### src/rtl/tone_pkg.sv
// Shared definitions for the tone sequencer: FSM encoding, note byte layout
// and the pitch-to-divide table.
package tone_pkg;

   typedef enum logic [1:0] {S_IDLE, S_LOAD, S_PLAY, S_GAP} state_t;

   localparam int PITCH_MSB = 7;
   localparam int PITCH_LSB = 4;
   localparam int DUR_MSB   = 3;
   localparam int DUR_LSB   = 0;

   localparam logic [31:0] DIV_RESET = 32'd2;

   // Rounded CLK_HZ / f, with f given in centihertz.
   function automatic logic [31:0] div_round(input longint hz, input longint f_chz);
      return 32'((hz * 100 + f_chz / 2) / f_chz);
   endfunction

   function automatic logic is_tone(input logic [3:0] pitch);
      return (pitch >= 4'd1) && (pitch <= 4'd12);
   endfunction

   // Each branch is constant once hz is a parameter, so this folds to a ROM.
   function automatic logic [31:0] pitch_div(input logic [3:0] pitch, input longint hz);
      case (pitch)
         4'd1:    return div_round(hz, 26163);  // C4
         4'd2:    return div_round(hz, 27718);  // C#4
         4'd3:    return div_round(hz, 29366);  // D4
         4'd4:    return div_round(hz, 31113);  // D#4
         4'd5:    return div_round(hz, 32963);  // E4
         4'd6:    return div_round(hz, 34923);  // F4
         4'd7:    return div_round(hz, 36999);  // F#4
         4'd8:    return div_round(hz, 39200);  // G4
         4'd9:    return div_round(hz, 41530);  // G#4
         4'd10:   return div_round(hz, 44000);  // A4
         4'd11:   return div_round(hz, 46616);  // A#4
         4'd12:   return div_round(hz, 49388);  // B4
         default: return DIV_RESET;
      endcase
   endfunction

endpackage

### src/rtl/note_fifo.sv
// Synchronous note queue; a push on full is taken when a pop happens in the
// same cycle, and flush overrides both.
module note_fifo #(
   parameter int DEPTH = 8,
   parameter int W     = 8
) (
   input  logic         clk,
   input  logic         rst_n,
   input  logic         push,
   input  logic         pop,
   input  logic         flush,
   input  logic [W-1:0] wr_data,
   output logic [W-1:0] rd_data,
   output logic         full,
   output logic         empty
);

   localparam int AW = $clog2(DEPTH);

   logic [W-1:0]  mem [DEPTH];
   logic [AW-1:0] wr_ptr, rd_ptr;
   logic [AW:0]   count;
   logic          do_push, do_pop;

   assign empty   = (count == '0);
   assign full    = (count == (AW+1)'(DEPTH));
   assign do_pop  = pop && !empty && !flush;
   assign do_push = push && (!full || do_pop) && !flush;
   assign rd_data = mem[rd_ptr];

   always_ff @(posedge clk or negedge rst_n) begin
      if (!rst_n) begin
         wr_ptr <= '0;
         rd_ptr <= '0;
         count  <= '0;
      end else if (flush) begin
         wr_ptr <= '0;
         rd_ptr <= '0;
         count  <= '0;
      end else begin
         if (do_push) wr_ptr <= wr_ptr + AW'(1);
         if (do_pop)  rd_ptr <= rd_ptr + AW'(1);
         case ({do_push, do_pop})
            2'b10:   count <= count + (AW+1)'(1);
            2'b01:   count <= count - (AW+1)'(1);
            default: count <= count;
         endcase
      end
   end

   always_ff @(posedge clk) begin
      if (do_push) mem[wr_ptr] <= wr_data;
   end

endmodule

### src/rtl/tone_sequencer.sv
// Plays queued note bytes as a divide ratio plus tone enable, with a silent
// articulation gap after every note.
module tone_sequencer
   import tone_pkg::*;
#(
   parameter int CLK_HZ      = 12000000,
   parameter int BEAT_CYCLES = 1500000,
   parameter int GAP_CYCLES  = 120000,
   parameter int FIFO_DEPTH  = 8
) (
   input  logic        clk,
   input  logic        rst_n,
   input  logic        note_valid,
   input  logic [7:0]  note_data,
   output logic        note_ready,
   input  logic        flush,
   output logic [31:0] div,
   output logic        tone_on,
   output logic        busy
);

   localparam int CW = $clog2(BEAT_CYCLES + 1);
   localparam int GW = $clog2(GAP_CYCLES + 1);

   state_t        state, state_n;
   logic [7:0]    head;
   logic          full, empty, pop;
   logic [3:0]    pitch, dur;
   logic [3:0]    beat_cnt;
   logic [CW-1:0] cycle_cnt;
   logic [GW-1:0] gap_cnt;
   logic          last_cycle;

   assign pitch      = head[PITCH_MSB:PITCH_LSB];
   assign dur        = head[DUR_MSB:DUR_LSB];
   assign pop        = (state == S_LOAD) && !flush;
   assign note_ready = !full;
   assign busy       = (state != S_IDLE) || !empty;
   assign last_cycle = (cycle_cnt == '0) && (beat_cnt == 4'd1);

   note_fifo #(.DEPTH(FIFO_DEPTH), .W(8)) u_fifo (
      .clk     (clk),
      .rst_n   (rst_n),
      .push    (note_valid),
      .pop     (pop),
      .flush   (flush),
      .wr_data (note_data),
      .rd_data (head),
      .full    (full),
      .empty   (empty)
   );

   always_ff @(posedge clk or negedge rst_n) begin
      if (!rst_n) state <= S_IDLE;
      else        state <= state_n;
   end

   always_comb begin
      state_n = state;
      case (state)
         S_IDLE: if (!empty) state_n = S_LOAD;
         // zero-length notes are dropped and re-enter via IDLE
         S_LOAD: state_n = (dur == 4'd0) ? S_IDLE : S_PLAY;
         S_PLAY: if (last_cycle) state_n = S_GAP;
         S_GAP:  if (gap_cnt == '0) state_n = empty ? S_IDLE : S_LOAD;
         default: state_n = S_IDLE;
      endcase
      if (flush) state_n = S_IDLE;
   end

   always_ff @(posedge clk or negedge rst_n) begin
      if (!rst_n) begin
         div       <= DIV_RESET;
         tone_on   <= 1'b0;
         beat_cnt  <= '0;
         cycle_cnt <= '0;
         gap_cnt   <= '0;
      end else if (flush) begin
         tone_on   <= 1'b0;
         beat_cnt  <= '0;
         cycle_cnt <= '0;
         gap_cnt   <= '0;
      end else begin
         case (state)
            S_LOAD: if (dur != 4'd0) begin
               beat_cnt  <= dur;
               cycle_cnt <= CW'(BEAT_CYCLES - 1);
               tone_on   <= is_tone(pitch);
               // rests keep the previous divide so div never drops to 0/1
               if (is_tone(pitch)) div <= pitch_div(pitch, longint'(CLK_HZ));
            end
            S_PLAY: begin
               if (cycle_cnt != '0) begin
                  cycle_cnt <= cycle_cnt - CW'(1);
               end else if (beat_cnt == 4'd1) begin
                  tone_on <= 1'b0;
                  gap_cnt <= GW'(GAP_CYCLES - 1);
               end else begin
                  beat_cnt  <= beat_cnt - 4'd1;
                  cycle_cnt <= CW'(BEAT_CYCLES - 1);
               end
            end
            S_GAP: if (gap_cnt != '0) gap_cnt <= gap_cnt - GW'(1);
            default: ;
         endcase
      end
   end

endmodule
### config.mk
export PLATFORM = sky130hd
export DESIGN_NAME = tone_sequencer
export DESIGN_NICKNAME = d
export VERILOG_FILES = /design/src/rtl/tone_pkg.sv /design/src/rtl/note_fifo.sv /design/src/rtl/tone_sequencer.sv
export SDC_FILE = /design/constraint.sdc
export NUM_CORES = 1
export LEC_CHECK = 0
export CAP_MARGIN = 0
export CORE_MARGIN = 2
export CORE_UTILIZATION = 45
export DETAILED_ROUTE_END_ITERATION = 10
export GPL_TIMING_DRIVEN = 1
export PLACE_DENSITY = 0.62
export SYNTH_ARGS = -nofsm -noshare
export SYNTH_HDL_FRONTEND = slang
export SYNTH_SLANG_ARGS = --single-unit
### constraint.sdc
create_clock -name clk -period 7.16 [get_ports clk]
set_input_delay 1.432 -clock clk [delete_from_list [all_inputs] [get_ports clk]]
set_output_delay 1.432 -clock clk [all_outputs]
set_load 0.005 [all_outputs]
Word level (Yosys, flattened, before mapping)
Memory sizes are Yosys's and may differ from the RTL's. A register that Yosys moved wholly into a read port is not among the register bits.
Cells that the tools add are included.
- bits in registers: 87
- bits in writable memories: 64
- memory bits (read-only): 256
- bits of input ports: 12
- output and inout bits: 35
- logic and storage cells: 105
- memories kept: 2
- add/subtract/negate cells: 7
- $lt $le $gt $ge: 2
- equality and inequality tests: 16
- muxes and demuxes: 35
- bitwise logic cells: 1
- reductions and logical operators: 33
- memory list (memory ; words ; bits a word ; rd ports ; clocked after Yosys merged registers in ; wr ports ; line ; source):
    (no name shown) ; 16 ; 16 ; 1 ; 1 ; 0 ; tone_pkg.sv:25 ; case (pitch)
    u_fifo.mem ; 8 ; 8 ; 1 ; 0 ; 1 ; note_fifo.sv:20 ; logic [W-1:0] mem [DEPTH];
- operators with widths (kind ; count):
    two-way mux 21 bit ; 4
    two-way mux 17 bit ; 4
    case mux 21 bit (2 select lines) ; 1
    case mux 17 bit (2 select lines) ; 1
    zero test 21 bit ; 1
    inequality test 3 bit, second input constant ; 7
    nonzero test 21 bit ; 1
    subtractor 21 x 1 -> 21 bit, second input constant ; 1
    two-way mux 4 bit ; 5
    zero test 17 bit ; 1
    nonzero test 17 bit ; 1
    subtractor 17 x 1 -> 17 bit, second input constant ; 1
    case mux 4 bit (2 select lines) ; 2
    AND reduction 4 bit ; 4
    two-way mux 3 bit ; 4
    two-way mux 2 bit ; 5
    nonzero test 3 bit ; 3
    zero test 4 bit ; 2
    case mux 2 bit (4 select lines) ; 1
    subtractor 4 x 1 -> 4 bit, second input constant ; 2
    logical AND 1 bit ; 7
    two-way mux 1 bit ; 7
    adder 3 x 1 -> 3 bit, second input constant ; 2
    == test 2 bit, second input constant ; 3
    other kinds (16) ; 24

Depth between registers and ports, before layout
Gate-level depths: netlist of run 1.
- word-level depth: 10
- depth in mapped cells: 11
- mapped depth without buffers: 8

Cells and area by module
From an unflattened synthesis of run 1, not the netlist that was laid out.
- cells, all modules: 630
- area total of the unflattened synthesis: 7216.9 sq um
- by module, submodules not included (module ; times used ; cells an instance ; area an instance (sq um) ; sequential area each (sq um)):
    tone_sequencer ; 1 ; 458 ; 4013.8 ; 1527.7
    note_fifo ; 1 ; 172 ; 3203.1 ; 2172.1

Worst setup path after synthesis of run 1
No wires, ideal clock.
- path type: input -> register
- from: input flush
- to: memory u_fifo.mem[0][0], enable pin
- library setup time: 383 ps
- arrival: 3186 ps
- data required time: 6777 ps
- slack: 3591 ps
- cell stages on the path: 4
- path buffers: 0
- cell sequence: nor3b_1 > o21ai_1 > or3_1 > nor3_1
- word-level cells in the longest chain between the ends: 9
- RTL lines (element ; line ; source):
    start: declaration ; tone_sequencer.sv:16 ; input logic flush,
    zero test 1 bit (*) ; note_fifo.sv:27, note_fifo.sv:28, tone_sequencer.sv:36 ;
    logical AND 1 bit ; tone_sequencer.sv:36 ; assign pop = (state == S_LOAD) && !flush;
    logical AND 1 bit (2 in a row) ; note_fifo.sv:27 ; assign do_pop = pop && !empty && !flush;
    logical OR 1 bit ; note_fifo.sv:28 ; assign do_push = push && (!full || do_pop) && !flush;
    logical AND 1 bit ; note_fifo.sv:28 ;
    logical AND 1 bit (*) ; note_fifo.sv:28 ;
    two-way mux 1 bit (*) ; note_fifo.sv:52 ; if (do_push) mem[wr_ptr] <= wr_data;
    two-way mux 1 bit (not written as such) (*) ; note_fifo.sv:52 ;
    end: declaration ; note_fifo.sv:20 ;
Every way passes the cells marked *; elsewhere a longest branch is shown, timed or not.

Worst setup path in the final report of run 1
- from: input flush
- to: memory u_fifo.mem[0][6], enable pin
Same word-level chain as after synthesis.

==> run metrics, run 1 <==
hold bufs inserted after CTS 0; Detail Placement HPWL 10430 µm; Cell Area, Synth 0.007199 mm²; outcome finished clean; Starting Density 45.65%; Synth Area in Compound Gates 12.18%; r2r startpoint u_fifo.rd_ptr[1]$_DFFE_PN0P_; CTS tree done; dominant synthesized flop cell dfrtp_1; Crit Path Category input pin to flip-flop; # diodes 0; post-synth top area share 26.69%; asr flop ratio synth 52.59%; IO Count 47; total track usage 19.08%; cts bufs inserted 17; top area cells in the synthesized netlist edfxtp_1 27%, dfrtp_1 24%, mux2i_1 3.6%; RSZ-0062 raised after global routing false; post-route worst setup slack 2.702 ns; Die ar. 0.01703 mm²; share of post-route cells with drive strength above 1 11.98%; Pins Over Slew Limit 0; Filler cells 1338; Final Cycle Share 62.27%; core area 0.01577 mm²; simple-gate share of the synthesized area 12.83%; worst setup path start flush; H-tree levels 4; Remaining Overflow, GRT 0; Synth Area in XOR/XNOR 1.946%; Residual DRC 0; vias in the first global route 4750; CP Max Fanout 48; post-synthesis adder-cell area fraction 2.433%; IO Port Bufs 30; Hold Startpoint div[15]$_DFFE_PN0P_; postcts setup bufs 0; Leak Pwr 3.133 nW; post-synth top area cell edfxtp_1; Critical Path End Type flip-flop; DRT Wirelength 15250 µm; Max-Cap Viols 0; Highest Clock Rate 224.3 MHz; r2r setup slk 3.22 ns; clk buf depth 2; Vias per Instance 5.690; Worst Hold Class flip-flop to flip-flop; Finish-stage setup viols 0; worst-skew pair later-pin latency 0.43 ns; skew final 0.007014 ns; Synth Area per Inst 11.80 µm²; first-pass GRT wire length 24670 µm; cts repair resizes 0; Place WS 2.266 ns; final hold viol count 0; final total power 2.862 mW; DR vias 4888; root buf cell clkbuf_16; Cells after Synth 610; clock sinks 135; first-pass detailed-route iteration total 5; slew margin rel. 17.07%; dpl cell area 0.007523 mm²; fin cells 859; Post-Layout Inst Area 0.008080 mm²; Max rail drop VDD 0.1880 mV; row count 46; main combinational cell family by area after synthesis multiplexers; largest net degree at the start of global routing 72; Post-synth EDFFs 64; Startpoint Class input pin; Pwr Density 354.2 mW/mm²; area delta synth->final 12.23%; wire per inst 17.76 µm; Synth warnings 0; antenna violations before repair 0; post-synthesis cell type count 72; GP Congestion 0.8347; register area share after synthesis 51.39%; number of placed cells counting well taps 827; Synth Register Bits 135; multiplexer share of the synthesized area 12.90%; Slew @ Worst Pin 1.235 ns; crit path DAT 4.49 ns; setup TNS 0 ns; fin nets 656; register clock-pin slew on the reported worst setup and hold paths 0.06 ns; Die Wd 130.5 µm; drt initial violations 473; Final ANT Viol Nets 0; Chip Height 130.5 µm; Critical Path RT 7.19 ns; Tmin final 4.458 ns
cells in the mapped netlist (4+ instances only):
cell type and count:
mux2_4 8, nand2b_1 4, a21oi_1 23, clkbuf_1 16, ha_1 14, buf_4 20
xnor2_1 11, mux4_2 9, or4_1 4, edfxtp_1 64, a221oi_1 4, mux2i_1 26
xor2_1 5, a211oi_1 11, nor3_1 29, nor4_1 10, mux4_1 8, nand3_1 16
a31oi_1 13, nand2_1 29, buf_6 4, nor2_1 48, or3_1 8, a2111oi_0 7
dfrtp_1 70, o21ai_0 14, and3_1 11, inv_1 37, mux2_2 12
worst max-delay path: stages:
cell and delay [ns]:
clkdlybuf4s50_1 0.40, buf_4 0.28, nor3b_1 0.70, o21ai_1 0.27, or3_1 0.43, nor3_1 0.96
sequential cells by signal (all words and copies together) (netlist names):
| name | count |
|---|---|
| beat_cnt | 4 |
| cycle_cnt | 21 |
| div | 16 |
| gap_cnt | 17 |
| state | 2 |
| tone_on | 1 |
| u_fifo.count | 4 |
| u_fifo.mem | 64 |
| u_fifo.rd_ptr | 3 |
| u_fifo.wr_ptr | 3 |
logic make-up (layout without fill, tap and decap cells):
kind of cell,after synthesis,in the layout
adders and majority gates,14,14
xor gates and xnor gates,16,16
other,1,16
buffers and inverters,83,101
AOI/OAI and AO/OA,116,116
and+or+nand+nor,182,182
DFF,135,135
muxes,63,63
layout by cell type, fill, tap and decap left out, drive strengths merged, types with 3 or more instances in the layout:
cell           count
conb              16
mux2              20
a31o               3
nand2b             4
dfrtp             70
o31ai              3
mux4              17
nand3             16
o311ai             3
inv               42
a211oi            12
or4                4
mux2i             26
nor4              10
xor2               5
clkdlybuf4s50     29
or3                8
clkinvlp           4
ha                14
a2111oi           10
nor3              29
or3b               3
a311oi             3
nand4              3
o41ai              3
a31oi             13
o21ai             15
buf                3
edfxtp            64
nor2              48
or2                3
clkbuf            20
a21oi             23
nand2             29
nor3b              3
and2               3
xnor2             11
and3              11
a221oi             4
where the power goes:
part | total, mW | internal, mW | switching [mW]
registers | 1.06 | 0.934 | 0.127
clock network | 0.831 | 0.483 | 0.348
logic | 0.971 | 0.424 | 0.547
total | 2.86 | 1.84 | 1.02
stage by stage:
| step | hold WS [ns] | utilization [%] |
|---|---|---|
| final | 0.5051 | 51.24 |
| after global routing | 0.5268 | 51.24 |
| after CTS | 0.5136 | 51.24 |
| after detailed placement | 0.5003 | 47.71 |
| after global placement | 0.4907 | 47.71 |
| after floorplan | 0.4882 | - |
final cells by class:
class                   instances  area (µm²)  area share [%]
multi-input cells             407        3104           38.42
clock inverters                12       120.1           1.487
inverters                      37       138.9           1.719
repair buffers                 32       310.3           3.840
flip-flops and latches        135        3700           45.79
well taps                     216       270.3           3.345
clock buffers                  20       436.7           5.404
routing by layer:
layer / vias to the layer above / part of all wire [%] / track usage, %
li1: 2323 / - / -
met1: 2394 / 45 / 25.34
met2: 154 / 48 / 30.55
met3: 17 / 5.8 / 4.927
met4: 0 / 1.4 / 6.758
met5: - / 0 / 0
path summary, 6_finish.rpt:
| check | end | cells past startpoint |
|---|---|---|
| max | u_fifo.mem[0][6]$_DFFE_PP_ | 6 |
| max reg2reg | div[11]$_DFFE_PN0P_ | 6 |
| min reg2reg | div[15]$_DFFE_PN0P_ | 1 |
| max in group asynchronous | u_fifo.count[2]$_DFFE_PN0P_ | 2 |
| min | div[15]$_DFFE_PN0P_ | 1 |
| min in group asynchronous | div[2]$_DFFE_PN0P_ | 2 |
Note: power is estimated with default switching activity, not from simulation.
==> inputs of run 2 (changes only) <==
- PLACE_DENSITY: 0.62 -> 0.65
- clock period: 7.16 -> 4.1 ns (I/O delays scaled with it)
==> run metrics, run 2 (same netlist as run 1, synthesis figures left out) <==
outcome finished clean; skew final 0.02267 ns; row count 46; largest net degree at the start of global routing 72; Residual DRC 0; DR vias 5029; register with the most flip-flops u_fifo.mem; final hold viol count 0; Max-Cap Viols 0; first-pass detailed-route iteration total 4; area delta synth->final 13.96%; met2 routed WL 7838 µm; most common cell after layout, fill and taps aside dfrtp_1; post-route worst setup slack 0.4783 ns; number of placed cells counting well taps 842; Slew @ Worst Pin 0.9690 ns; Filler cells 1357; register clock-pin slew on the reported worst setup and hold paths 0.05 ns; Clock Power Share 28.8%; CTS tree done; r2r setup slk 0.48 ns; hold bufs inserted after CTS 0; Critical Path End Type flip-flop; DRT Wirelength 15740 µm; slew margin rel. 35.20%; combinational power share 35.0%; total track usage 19.84%; Net Sw Power 1.787 mW; RSZ-0062 raised after global routing false; RR Endpoint div[3]$_DFFE_PN0P_; max layer used met4; vias in the first global route 5158; Starting Density 45.65%; Startpoint Class flip-flop; IO Port Bufs 30; core area 0.01577 mm²; Internal Power 3.303 mW; wire per inst 18.01 µm; IO Count 47; met3 wire len 616 µm; Place WS 0.4505 ns; Highest Clock Rate 276.1 MHz; FF+latch area 0.003700 mm²; cts bufs inserted 17; H-tree levels 4; Crit Path Category flip-flop to flip-flop; Pins Over Slew Limit 0; postcts setup bufs 0; share of post-route cells with drive strength above 1 13.98%; crit path DAT 3.92 ns; r2r startpoint u_fifo.rd_ptr[1]$_DFFE_PN0P_; Max rail drop VDD 0.3452 mV; worst setup path start u_fifo.rd_ptr[1]$_DFFE_PN0P_; Worst Hold Class flip-flop to flip-flop; Finish-stage setup viols 0; Remaining Overflow, GRT 0; worst-skew pair later-pin latency 0.43 ns; Detail Placement HPWL 10360 µm; Final Cycle Share 88.34%; clock sinks 135; switching share of power 35.11%; Chip Height 130.5 µm; GP Congestion 0.8175; clk buf depth 2; Pwr Density 620.5 mW/mm²; setup TNS 0 ns; final total power 5.091 mW; top flop regs u_fifo.mem (64), cycle_cnt (21), gap_cnt (17); antenna violations before repair 0; first-pass GRT wire length 26050 µm; Tmin final 3.622 ns; Die Wd 130.5 µm; fin nets 671; critical path endpoint div[3]$_DFFE_PN0P_; Vias per Instance 5.754; Die ar. 0.01703 mm²; Leak Pwr 3.224 nW; Largest register FFs 64; most frequent cells in the layout 70 x dfrtp_1, 64 x edfxtp_1, 48 x nor2_1; root buf cell clkbuf_16; Flop pwr share 36.3%; Critical Path RT 4.39 ns; CP Max Fanout 17; # diodes 0; area of the multi-input gates 0.003104 mm²; drt initial violations 601; fin cells 874; Final ANT Viol Nets 0; Register-to-Register Path Depth 7; Met1 Wirelength 7049 µm; cts repair resizes 0
==> run 2: critical path, stage by stage, from the launching register on <==
cell,delay (ns)
dfrtp_1,0.45
buf_4,0.29
mux4_2,0.52
mux2i_1,0.40
ha_1,0.45
inv_1,0.12
a211oi_4,0.84
mux2_2,0.41
==> run 2: final cells by class <==
cell class	instances	area share (%)
Clock buffer	20	5.323
Clock inverter	12	1.571
Inverter	37	1.693
Multi-Input combinational cell	407	37.84
Sequential cell	135	45.10
Tap cell	216	3.294
Timing Repair Buffer	47	5.185
==> run 2: worst min path at each step <==
stage	from	slack, ns	end	cells after the start
floorplan	gap_cnt[4]$_DFFE_PN0P_	0.49	gap_cnt[4]$_DFFE_PN0P_	1
global placement	div[15]$_DFFE_PN0P_	0.49	div[15]$_DFFE_PN0P_	1
detailed placement	div[0]$_DFFE_PN0P_	0.49	div[0]$_DFFE_PN0P_	1
CTS	div[3]$_DFFE_PN0P_	0.51	div[3]$_DFFE_PN0P_	1
global route	div[3]$_DFFE_PN0P_	0.52	div[3]$_DFFE_PN0P_	1
finish	div[3]$_DFFE_PN0P_	0.50	div[3]$_DFFE_PN0P_	1
==> run 2: routing by layer <==
metal,up-vias,global-route usage [%]
met5,-,0
met2,118,32.87
li1,2347,-
met1,2545,26.11
met3,19,4.031
met4,0,7.071
==> run 2: stage by stage <==
step	cell area, µm²	hold slack [ns]	util (%)
2_1_floorplan	7256	0.4882	-
3_3_place_gp	7639	0.4934	48.44
3_5_place_dp	7639	0.4941	48.44
4_1_cts	8204	0.5081	52.02
5_1_grt	8204	0.5241	52.02
6_report	8204	0.5036	52.02
==> run 2: power by group through the flow <==
| stage | sequential [mW] | combinational, mW | clock, mW |
|---|---|---|---|
| after global routing | 1.88 | 1.97 | 1.54 |
| after floorplan | 1.80 | 1.30 | 0 |
| after detailed placement | 1.87 | 1.76 | 0 |
| final | 1.85 | 1.78 | 1.46 |
| after CTS | 1.84 | 1.77 | 1.48 |
| after global placement | 1.85 | 1.71 | 0 |
==> inputs of run 3 (changes only) <==
- CTS_BUF_LIST: default -> sky130_fd_sc_hd__clkbuf_16
- CTS_CLUSTER_SIZE: default -> 25
==> run metrics, run 3 (same netlist as run 1, synthesis figures left out) <==
cts repair resizes 0; Critical Path End Type flip-flop; DRT Wirelength 15730 µm; CP Max Fanout 17; antenna violations before repair 0; first-pass detailed-route iteration total 6; Tmin final 3.615 ns; Crit Path Category flip-flop to flip-flop; Leak Pwr 3.236 nW; worst-skew pair later-pin latency 0.42 ns; skew final 0.01671 ns; largest net degree at the start of global routing 72; Vias per Instance 5.789; Remaining Overflow, GRT 0; crit path DAT 3.91 ns; drt initial violations 601; RR Endpoint div[3]$_DFFE_PN0P_; register with the most flip-flops u_fifo.mem; Final ANT Viol Nets 0; area delta synth->final 13.96%; r2r startpoint u_fifo.rd_ptr[1]$_DFFE_PN0P_; final hold viol count 0; Largest register FFs 64; GP Congestion 0.8175; Die ar. 0.01703 mm²; Slew @ Worst Pin 0.9682 ns; slew margin rel. 35.25%; total track usage 19.84%; Highest Clock Rate 276.6 MHz; Chip Height 130.5 µm; Post-Layout Inst Area 0.008204 mm²; hold bufs inserted after CTS 0; setup TNS 0 ns; dpl cell area 0.007639 mm²; Worst Hold Class flip-flop to flip-flop; fin cells 874; Residual DRC 0; H-tree levels 4; r2r setup slk 0.48 ns; fin nets 671; most common cell after layout, fill and taps aside dfrtp_1; Finish-stage setup viols 0; FF+latch area 0.003700 mm²; share of post-route cells with drive strength above 1 13.98%; IO Port Bufs 30; top flop regs u_fifo.mem (64), cycle_cnt (21), gap_cnt (17); # diodes 0; root buf cell clkbuf_16; Filler cells 1357; Max rail drop VDD 0.3457 mV; row count 46; Starting Density 45.65%; Hold Crit Endpoint div[3]$_DFFE_PN0P_; Startpoint Class flip-flop; RSZ-0062 raised after global routing false; Pwr Density 619.9 mW/mm²; register clock-pin slew on the reported worst setup and hold paths 0.05 ns; most frequent cells in the layout 70 x dfrtp_1, 64 x edfxtp_1, 48 x nor2_1; IO Count 47; clock sinks 135; DR vias 5060; Detail Placement HPWL 10360 µm; Final Cycle Share 88.17%; area of the multi-input gates 0.003104 mm²; postcts setup bufs 0; Die Wd 130.5 µm; Max-Cap Viols 0; clk buf depth 2; Pins Over Slew Limit 0; Register-to-Register Path Depth 7; first-pass GRT wire length 26050 µm; wire per inst 17.99 µm; hold path cells 1; cts bufs inserted 17; outcome finished clean; Critical Path RT 4.40 ns; core area 0.01577 mm²; Hold Startpoint div[3]$_DFFE_PN0P_; number of placed cells counting well taps 842; CTS tree done; vias in the first global route 5158
## run 3: changes by cell type in the layout (fill, tap and decap cells not counted)
| cell | change |
|---|---|
| inv_1 | +3 |
| clkbuf_1 | -3 |
## run 3: metrics by stage
step | total power [mW] | utilization, % | setup slack, ns | hold WS [ns]
6_report | 5.086 | 52.02 | 0.4849 | 0.5037
5_1_grt | 5.385 | 52.02 | 0.1813 | 0.5241
4_1_cts | 5.096 | 52.02 | 0.4011 | 0.5081
3_5_place_dp | 3.627 | 48.44 | 0.4505 | 0.4941
3_3_place_gp | 3.558 | 48.44 | 0.5722 | 0.4934
2_1_floorplan | 3.096 | - | 0.9414 | 0.4882
## run 3: worst max-delay path: stages, from the launching register on
cell,delay (ns)
dfrtp_1,0.45
buf_4,0.29
mux4_2,0.52
mux2i_1,0.40
ha_1,0.44
inv_1,0.12
a211oi_4,0.84
mux2_2,0.41
## run 3: area by class of cell
cell class              instances  area share [%]
clock buffers                  17           5.185
clock inverters                15           1.708
inverters                      37           1.693
multi-input cells             407           37.84
flip-flops and latches        135           45.10
well taps                     216           3.294
repair buffers                 47           5.185
## run 3: power by group
group          total [mW]  switching [mW]  internal [mW]  leakage, nW
sequential           1.85           0.215           1.63         1.52
clock                1.46           0.573          0.885        0.283
combinational        1.78            1.00          0.781         1.43
total                5.09            1.79           3.30         3.24
## run 3: worst max-delay path by stage
stage / slack (ns) / startpoint / to / cells past startpoint
2_1_floorplan: 0.94 / u_fifo.rd_ptr[1]$_DFFE_PN0P_ / div[10]$_DFFE_PN0P_ / 10
5_1_grt: 0.18 / u_fifo.rd_ptr[1]$_DFFE_PN0P_ / div[3]$_DFFE_PN0P_ / 7
4_1_cts: 0.40 / u_fifo.rd_ptr[1]$_DFFE_PN0P_ / div[2]$_DFFE_PN0P_ / 7
6_report: 0.48 / u_fifo.rd_ptr[1]$_DFFE_PN0P_ / div[3]$_DFFE_PN0P_ / 7
3_3_place_gp: 0.57 / u_fifo.rd_ptr[1]$_DFFE_PN0P_ / div[15]$_DFFE_PN0P_ / 7
3_5_place_dp: 0.45 / u_fifo.rd_ptr[1]$_DFFE_PN0P_ / div[2]$_DFFE_PN0P_ / 7
## run 3: layer usage
layer	global-route usage, %	wire (µm)	part of all wire [%]	vias up
met4	7.071	236	1.5	0
met5	0	0	0	-
met1	26.11	7110	45	2566
met2	32.87	7801	50	122
li1	-	-	-	2352
met3	4.031	577	3.7	20
